### config.mk
export PLATFORM = sky130hd
export DESIGN_NAME = mem_arbiter
export DESIGN_NICKNAME = d
export VERILOG_FILES = /design/src/rtl/mem_arbiter.sv
export SDC_FILE = /design/constraint.sdc
export NUM_CORES = 1
export LEC_CHECK = 0
export CAP_MARGIN = 30
export CORE_ASPECT_RATIO = 1.25
export CORE_MARGIN = 5
export CORE_UTILIZATION = 35
export CTS_BUF_LIST = sky130_fd_sc_hd__clkbuf_8 sky130_fd_sc_hd__clkbuf_16
export DETAILED_ROUTE_END_ITERATION = 12
export DONT_BUFFER_PORTS = 1
export PLACE_DENSITY_LB_ADDON = 0.25
export SYNTH_ARGS = -nofsm -noshare
export SYNTH_HDL_FRONTEND = slang
export SYNTH_SLANG_ARGS = --single-unit
### constraint.sdc
create_clock -name clk -period 1.7 [get_ports clk]
set_input_delay 0.085 -clock clk [delete_from_list [all_inputs] [get_ports clk]]
set_output_delay 0.085 -clock clk [all_outputs]
set_load 0.02 [all_outputs]
### src/rtl/mem_arbiter.sv
`default_nettype none
// ============================================================================
// Module   : mem_arbiter
// Brief    : Two-requester round-robin arbiter for a single registered RAM port.
// Revision : 1.0
// ============================================================================
module mem_arbiter #(
   parameter int ADDR_W = 10,
   parameter int DATA_W = 16
) (
   input  logic              clk,
   input  logic              reset,
   input  logic              req_0,
   input  logic              we_0,
   input  logic [ADDR_W-1:0] addr_0,
   input  logic [DATA_W-1:0] wdata_0,
   input  logic              req_1,
   input  logic              we_1,
   input  logic [ADDR_W-1:0] addr_1,
   input  logic [DATA_W-1:0] wdata_1,
   output logic              gnt_0,
   output logic              gnt_1,
   output logic              rvalid_0,
   output logic              rvalid_1,
   output logic [DATA_W-1:0] rdata_0,
   output logic [DATA_W-1:0] rdata_1,
   output logic              ram_en,
   output logic [ADDR_W-1:0] ram_addr,
   output logic [DATA_W-1:0] ram_wdata,
   input  logic [DATA_W-1:0] ram_rdata,
   output logic [15:0]       conflict_cnt
);

   localparam logic [15:0] c_CNT_MAX = 16'hFFFF;

   logic        r_prio;
   logic        r_rd_pend;
   logic        r_rd_owner;
   logic [15:0] r_conflict_cnt;
   logic        w_gnt_0;
   logic        w_gnt_1;
   logic        w_conflict;

   assign w_conflict = req_0 & req_1;
   assign w_gnt_0    = req_0 & (~req_1 | ~r_prio);
   assign w_gnt_1    = req_1 & (~req_0 |  r_prio);

   assign gnt_0     = w_gnt_0;
   assign gnt_1     = w_gnt_1;
   assign ram_en    = (w_gnt_0 & we_0) | (w_gnt_1 & we_1);
   assign ram_addr  = w_gnt_1 ? addr_1  : addr_0;
   assign ram_wdata = w_gnt_1 ? wdata_1 : wdata_0;

   // The read owner is captured at grant so a new grant can issue while the
   // previous read's data is still returning from the RAM.
   always_ff @(posedge clk or posedge reset) begin
      if (reset) begin
         r_prio     <= 1'b0;
         r_rd_pend  <= 1'b0;
         r_rd_owner <= 1'b0;
      end else begin
         if (w_gnt_0) begin
            r_prio <= 1'b1;
         end else if (w_gnt_1) begin
            r_prio <= 1'b0;
         end
         r_rd_pend  <= (w_gnt_0 & ~we_0) | (w_gnt_1 & ~we_1);
         r_rd_owner <= w_gnt_1;
      end
   end

   always_ff @(posedge clk or posedge reset) begin
      if (reset) begin
         r_conflict_cnt <= 16'h0000;
      end else if (w_conflict && (r_conflict_cnt != c_CNT_MAX)) begin
         r_conflict_cnt <= r_conflict_cnt + 16'h0001;
      end
   end

   assign rvalid_0     = r_rd_pend & ~r_rd_owner;
   assign rvalid_1     = r_rd_pend &  r_rd_owner;
   assign rdata_0      = ram_rdata;
   assign rdata_1      = ram_rdata;
   assign conflict_cnt = r_conflict_cnt;

endmodule
`default_nettype wire

# Word level (Yosys, flattened, before mapping)
# Index checks and enable logic that the tools add are counted.
# totals
register_bits,19
in_bits,74
output_inout_bits,79
wordCells,31
# classes
n_addsub,1
eq_ne,1
n_mux,4
n_bitwise,19
n_reduce_logical,2
# op_table
operator,n
$add 16x1->16 const B,1
$mux 16,1
$ne 16x16->1 const B,1
$mux 10,1
$and 1x1->1,9
$not 1->1,6
$or 1x1->1,4
$mux 1,2
$reduce_bool 2->1,1
$logic_and 1x1->1,1

# Logic depth before layout (Yosys ltp)
# depth
word_depth,5
depth_mapped,5
mapped_depth_nobuf,5

# Least setup slack after synthesis
# Ideal clock, no wire load.
# synth_timing
path_kind,register -> register
startpoint,register r_conflict_cnt[0] (netlist: conflict_cnt[0])
endpoint,register r_conflict_cnt[1] (netlist: conflict_cnt[1])
setup_time_ns,0.125
arrival_ns,1.506
required_ns,1.575
setup_slack_ns,0.069
path_stages_with_launch,6
n_path_buf,0
cell_sequence,dfrtp_1 ha_1 nand3_1 nor4_4 nor2_2 mux2_4
# synth_via
elab_chain_cells,2
elab_cells_between_ends,3
cone_classes,add/sub: 1; eq/ne: 1; reduce/logical: 1
# synth_lines
item,line,rtl
start: declaration,39,logic [15:0] r_conflict_cnt;
start signal: assignment,76,r_conflict_cnt <= r_conflict_cnt + 16'h0001;
branches (longest 2 deep; another with $add 16x1->16),--,
# Several ways; the timed one is not identified.
# A chain may end at the register's enable or synchronous reset.

# Worst setup path after layout
# layout_timing
startpoint,register r_conflict_cnt[7] (netlist: conflict_cnt[7])
endpoint,register r_conflict_cnt[1] (netlist: conflict_cnt[1])
# layout_via
elab_chain_cells,2
# layout_lines
item,line,rtl
$ne 16x16->1,75,end else if (w_conflict && (r_conflict_cnt != c_CNT_MAX)) begin
$logic_and 1x1->1,75,
# Every way passes these cells.

==> reports/results.ini <==
[placed_design]
gp_congestion=0.755
dpl_cell_area_um2=1480
dp_hpwl_mm=3.15
place_worst_setup_slack_ns=0.144
portBuffers=0

[floorplanning]
ios=153
floorplan.die.width_um=69.1
coreArea_um2=4320
row_count=27
die_y_um=83.9
fp.dieArea_um2=5800
floorplan.initialDensity=0.354

[critical_path]
start_kind=flop
timing.setup.critical_path_class=reg2reg
slowest_delay_ns=0.46
crit_path_cell_chain=nand4_2 -> nor4_4 -> nor2_2 -> mux2_4
critical_path_cell_with_the_highest_stage_delay=dfrtp_1
critical_path_peak_fanout=7
worst-endpoint-arrival_ns=1.72
worstSetupEndpointType=flop
timing.critical_path.required_ns=1.84

[route]
avgRoutedWirePerCell_um=19.2
dr.max_layer_used=met4
detail_route.iter0.violations=55
route.vias.total=1049
drt-met1-wl_mm=1.29
detailroute.wirelength.met3_um=459
wl_met2_mm=1.99
route.final.wire_length_mm=3.78
detailed_routing_iteration_count_for_the_pre_antenna_repair_pass=4
drt.antenna.violating_nets=0
viasPerCell=5.32
drc_errors=0

[clocking]
tritoncts.num_buffers=3
tritoncts_clock_tree=done
cts_buffer_depth=2
clk_transition_reported_paths_ns=0.07
clock_sinks=19
postCtsSetupRepairBufs=0
clk-insertion-delay-late_ns=0.25
cts_htree_levels=1
clock-root-buffer=clkbuf_8

[timing]
setup_tns_ns=0
final_hold_viol_count=0
worst_slack_ns=0.122
fmaxAchievable_mhz=634
tightestPinTransition_ns=0.758
final.period_utilization=0.928
worst_clock_skew_ns=0.000641
grt_setup_unrepaired=no
minimum_clock_period_ns=1.58
relSlewSlack=0.494
maxSlewViolCount=0
fin_worst_hold_slack_ns=0.0110
final_report_setup_violation_count=0

[final_layout]
filler_cell_count=466
nets=215
register_area_um2=475
multiInputGateArea_um2=781
antenna-diode-count=0
layout-drive-gt1-share=0.353
area_delta_synth_final_pct=2.62
finalInstanceArea_um2=1570

[global_route]
grt_pass1_wl_mm=6.20
first_global_vias=1206
number_of_antenna_violations_at_the_first_check_in_global_routing=0
grt_start_max_net_pins=29
globalRouteOverflowTotal=0
grt_util_all_layers=0.132

[min_path]
hold_path_class=in2reg

[pwr]
power_mw=1.53
power.net_switching_mw=0.595
part_of_the_total_power_dissipated_in_the_clock_network=0.204
power.share.sequential=0.391
internal_power_mw=0.930
comb_power_share=0.406
switching_share=0.390
p_per_area_nw_per_um2=972
ir_worst_vdd_v=0.000318
leakagePower_nw=0.717

[outcome]
result_of_the_run=complete, no violations

[logic_synthesis]
ff_latch_count_synth=19
post_synthesis_net_count=225
post_synth.cell_area_avg_um2=10.2
seq_area_frac_synth=0.311
synth.yosys.warnings=0
syn_inst_count=150
synthDistinctLibCells=32
synthesis.area_um2=1530

[job]
max-cap-violations=0

==> power groups by stage <==
stage / Combinational, mW / Sequential, mW / Clock [mW]
after floorplan: 0.435 / 0.704 / 0
after global placement: 0.608 / 0.601 / 0
after detailed placement: 0.613 / 0.602 / 0
after CTS: 0.625 / 0.594 / 0.318
after global routing: 0.669 / 0.609 / 0.334
final: 0.619 / 0.596 / 0.311
==> layer usage <==
| metal | up-vias | GRT usage |
|---|---|---|
| li1 | 469 | - |
| met1 | 487 | 0.131 |
| met2 | 86 | 0.227 |
| met3 | 7 | 0.0795 |
| met4 | 0 | 0.0409 |
| met5 | - | 0 |
==> registers in the layout, indices dropped and copies added, names as in the netlist <==
| register | cells |
|---|---|
| r_prio | 1 |
| r_rd_owner | 1 |
| conflict_cnt | 16 |
| r_rd_pend | 1 |
==> logic make-up (layout without fill, tap and decap cells) <==
family          Yosys count  count (layout)  share of synthesized area
xor+xnor                 13              13                     0.0745
buf+inv                  40              29                      0.182
compound gates            4               4                     0.0254
simple gates             44              44                      0.182
flops                    19              19                      0.311
fa+ha+maj                 1               1                    0.00818
mux                      29              29                      0.216
==> cells in the final DEF (no fill, tap or decap), types with 5 or more instances in the layout <==
cell and count:
nand4_1 5, nand2_1 9, xnor2_1 7, dfrtp_1 19, buf_4 16, xor2_1 6
mux2_1 8, mux2_2 20, nand3_1 10
==> metrics by stage <==
stage,cells,util
floorplan,150,-
global route,197,0.363
CTS,197,0.361
finish,197,0.363
detailed placement,189,0.342
global placement,189,0.342
==> path summary, 6_finish.rpt <==
kind                            startpoint         endpoint  slack [ns]  cells after the start
hold reg to reg            conflict_cnt[5]  conflict_cnt[5]        0.54                      1
min in group asynchronous            reset       r_rd_owner        0.41                      2
max in group asynchronous            reset  conflict_cnt[8]        0.82                      2
setup / recovery           conflict_cnt[7]  conflict_cnt[1]        0.12                      4
setup reg to reg           conflict_cnt[7]  conflict_cnt[1]        0.12                      4
hold / removal                       req_1           r_prio        0.01                      2
==> critical path, delay by kind of cell (launching register included) <==
| kind | cells | cell delay [ns] |
|---|---|---|
| muxes | 1 | 0.30 |
| DFF | 1 | 0.46 |
| and+or+nand+nor | 3 | 0.70 |
==> cells in the mapped netlist, drive strengths merged <==
cell | count | share of area
dfrtp | 19 | 0.31
nand2 | 9 | 0.022
xor2 | 6 | 0.034
clkbuf | 1 | 0.0025
nand3 | 10 | 0.033
o21a | 1 | 0.0049
nor3b | 1 | 0.0049
nor2 | 2 | 0.0065
xnor2 | 7 | 0.040
and4 | 3 | 0.017
ha | 1 | 0.0082
mux2 | 29 | 0.22
and3 | 2 | 0.0082
inv | 4 | 0.0098
o22ai | 1 | 0.0041
and2 | 2 | 0.0082
nand4 | 7 | 0.037
nor4 | 2 | 0.018
a22o | 1 | 0.0057
nand2b | 1 | 0.0041
nor2b | 1 | 0.0041
buf | 35 | 0.17
o21ai | 1 | 0.011
nor3 | 4 | 0.020
==> area by class of cell <==
cell class,instances,share of cell area
clock buffer,3,0.0263
clock inverter,1,0.00239
inverter,4,0.00957
multi-input combinational,91,0.498
sequential,19,0.303
tap,58,0.0463
timing repair buffer,21,0.115
==> repair_timing <==
action                                 CTS  global route
setup endpoints to repair                0             1
endpoints found under the hold margin   21             0
resized for setup                        0             1
hold buffers                             4             0
Note: power is estimated with default switching activity, not from simulation.
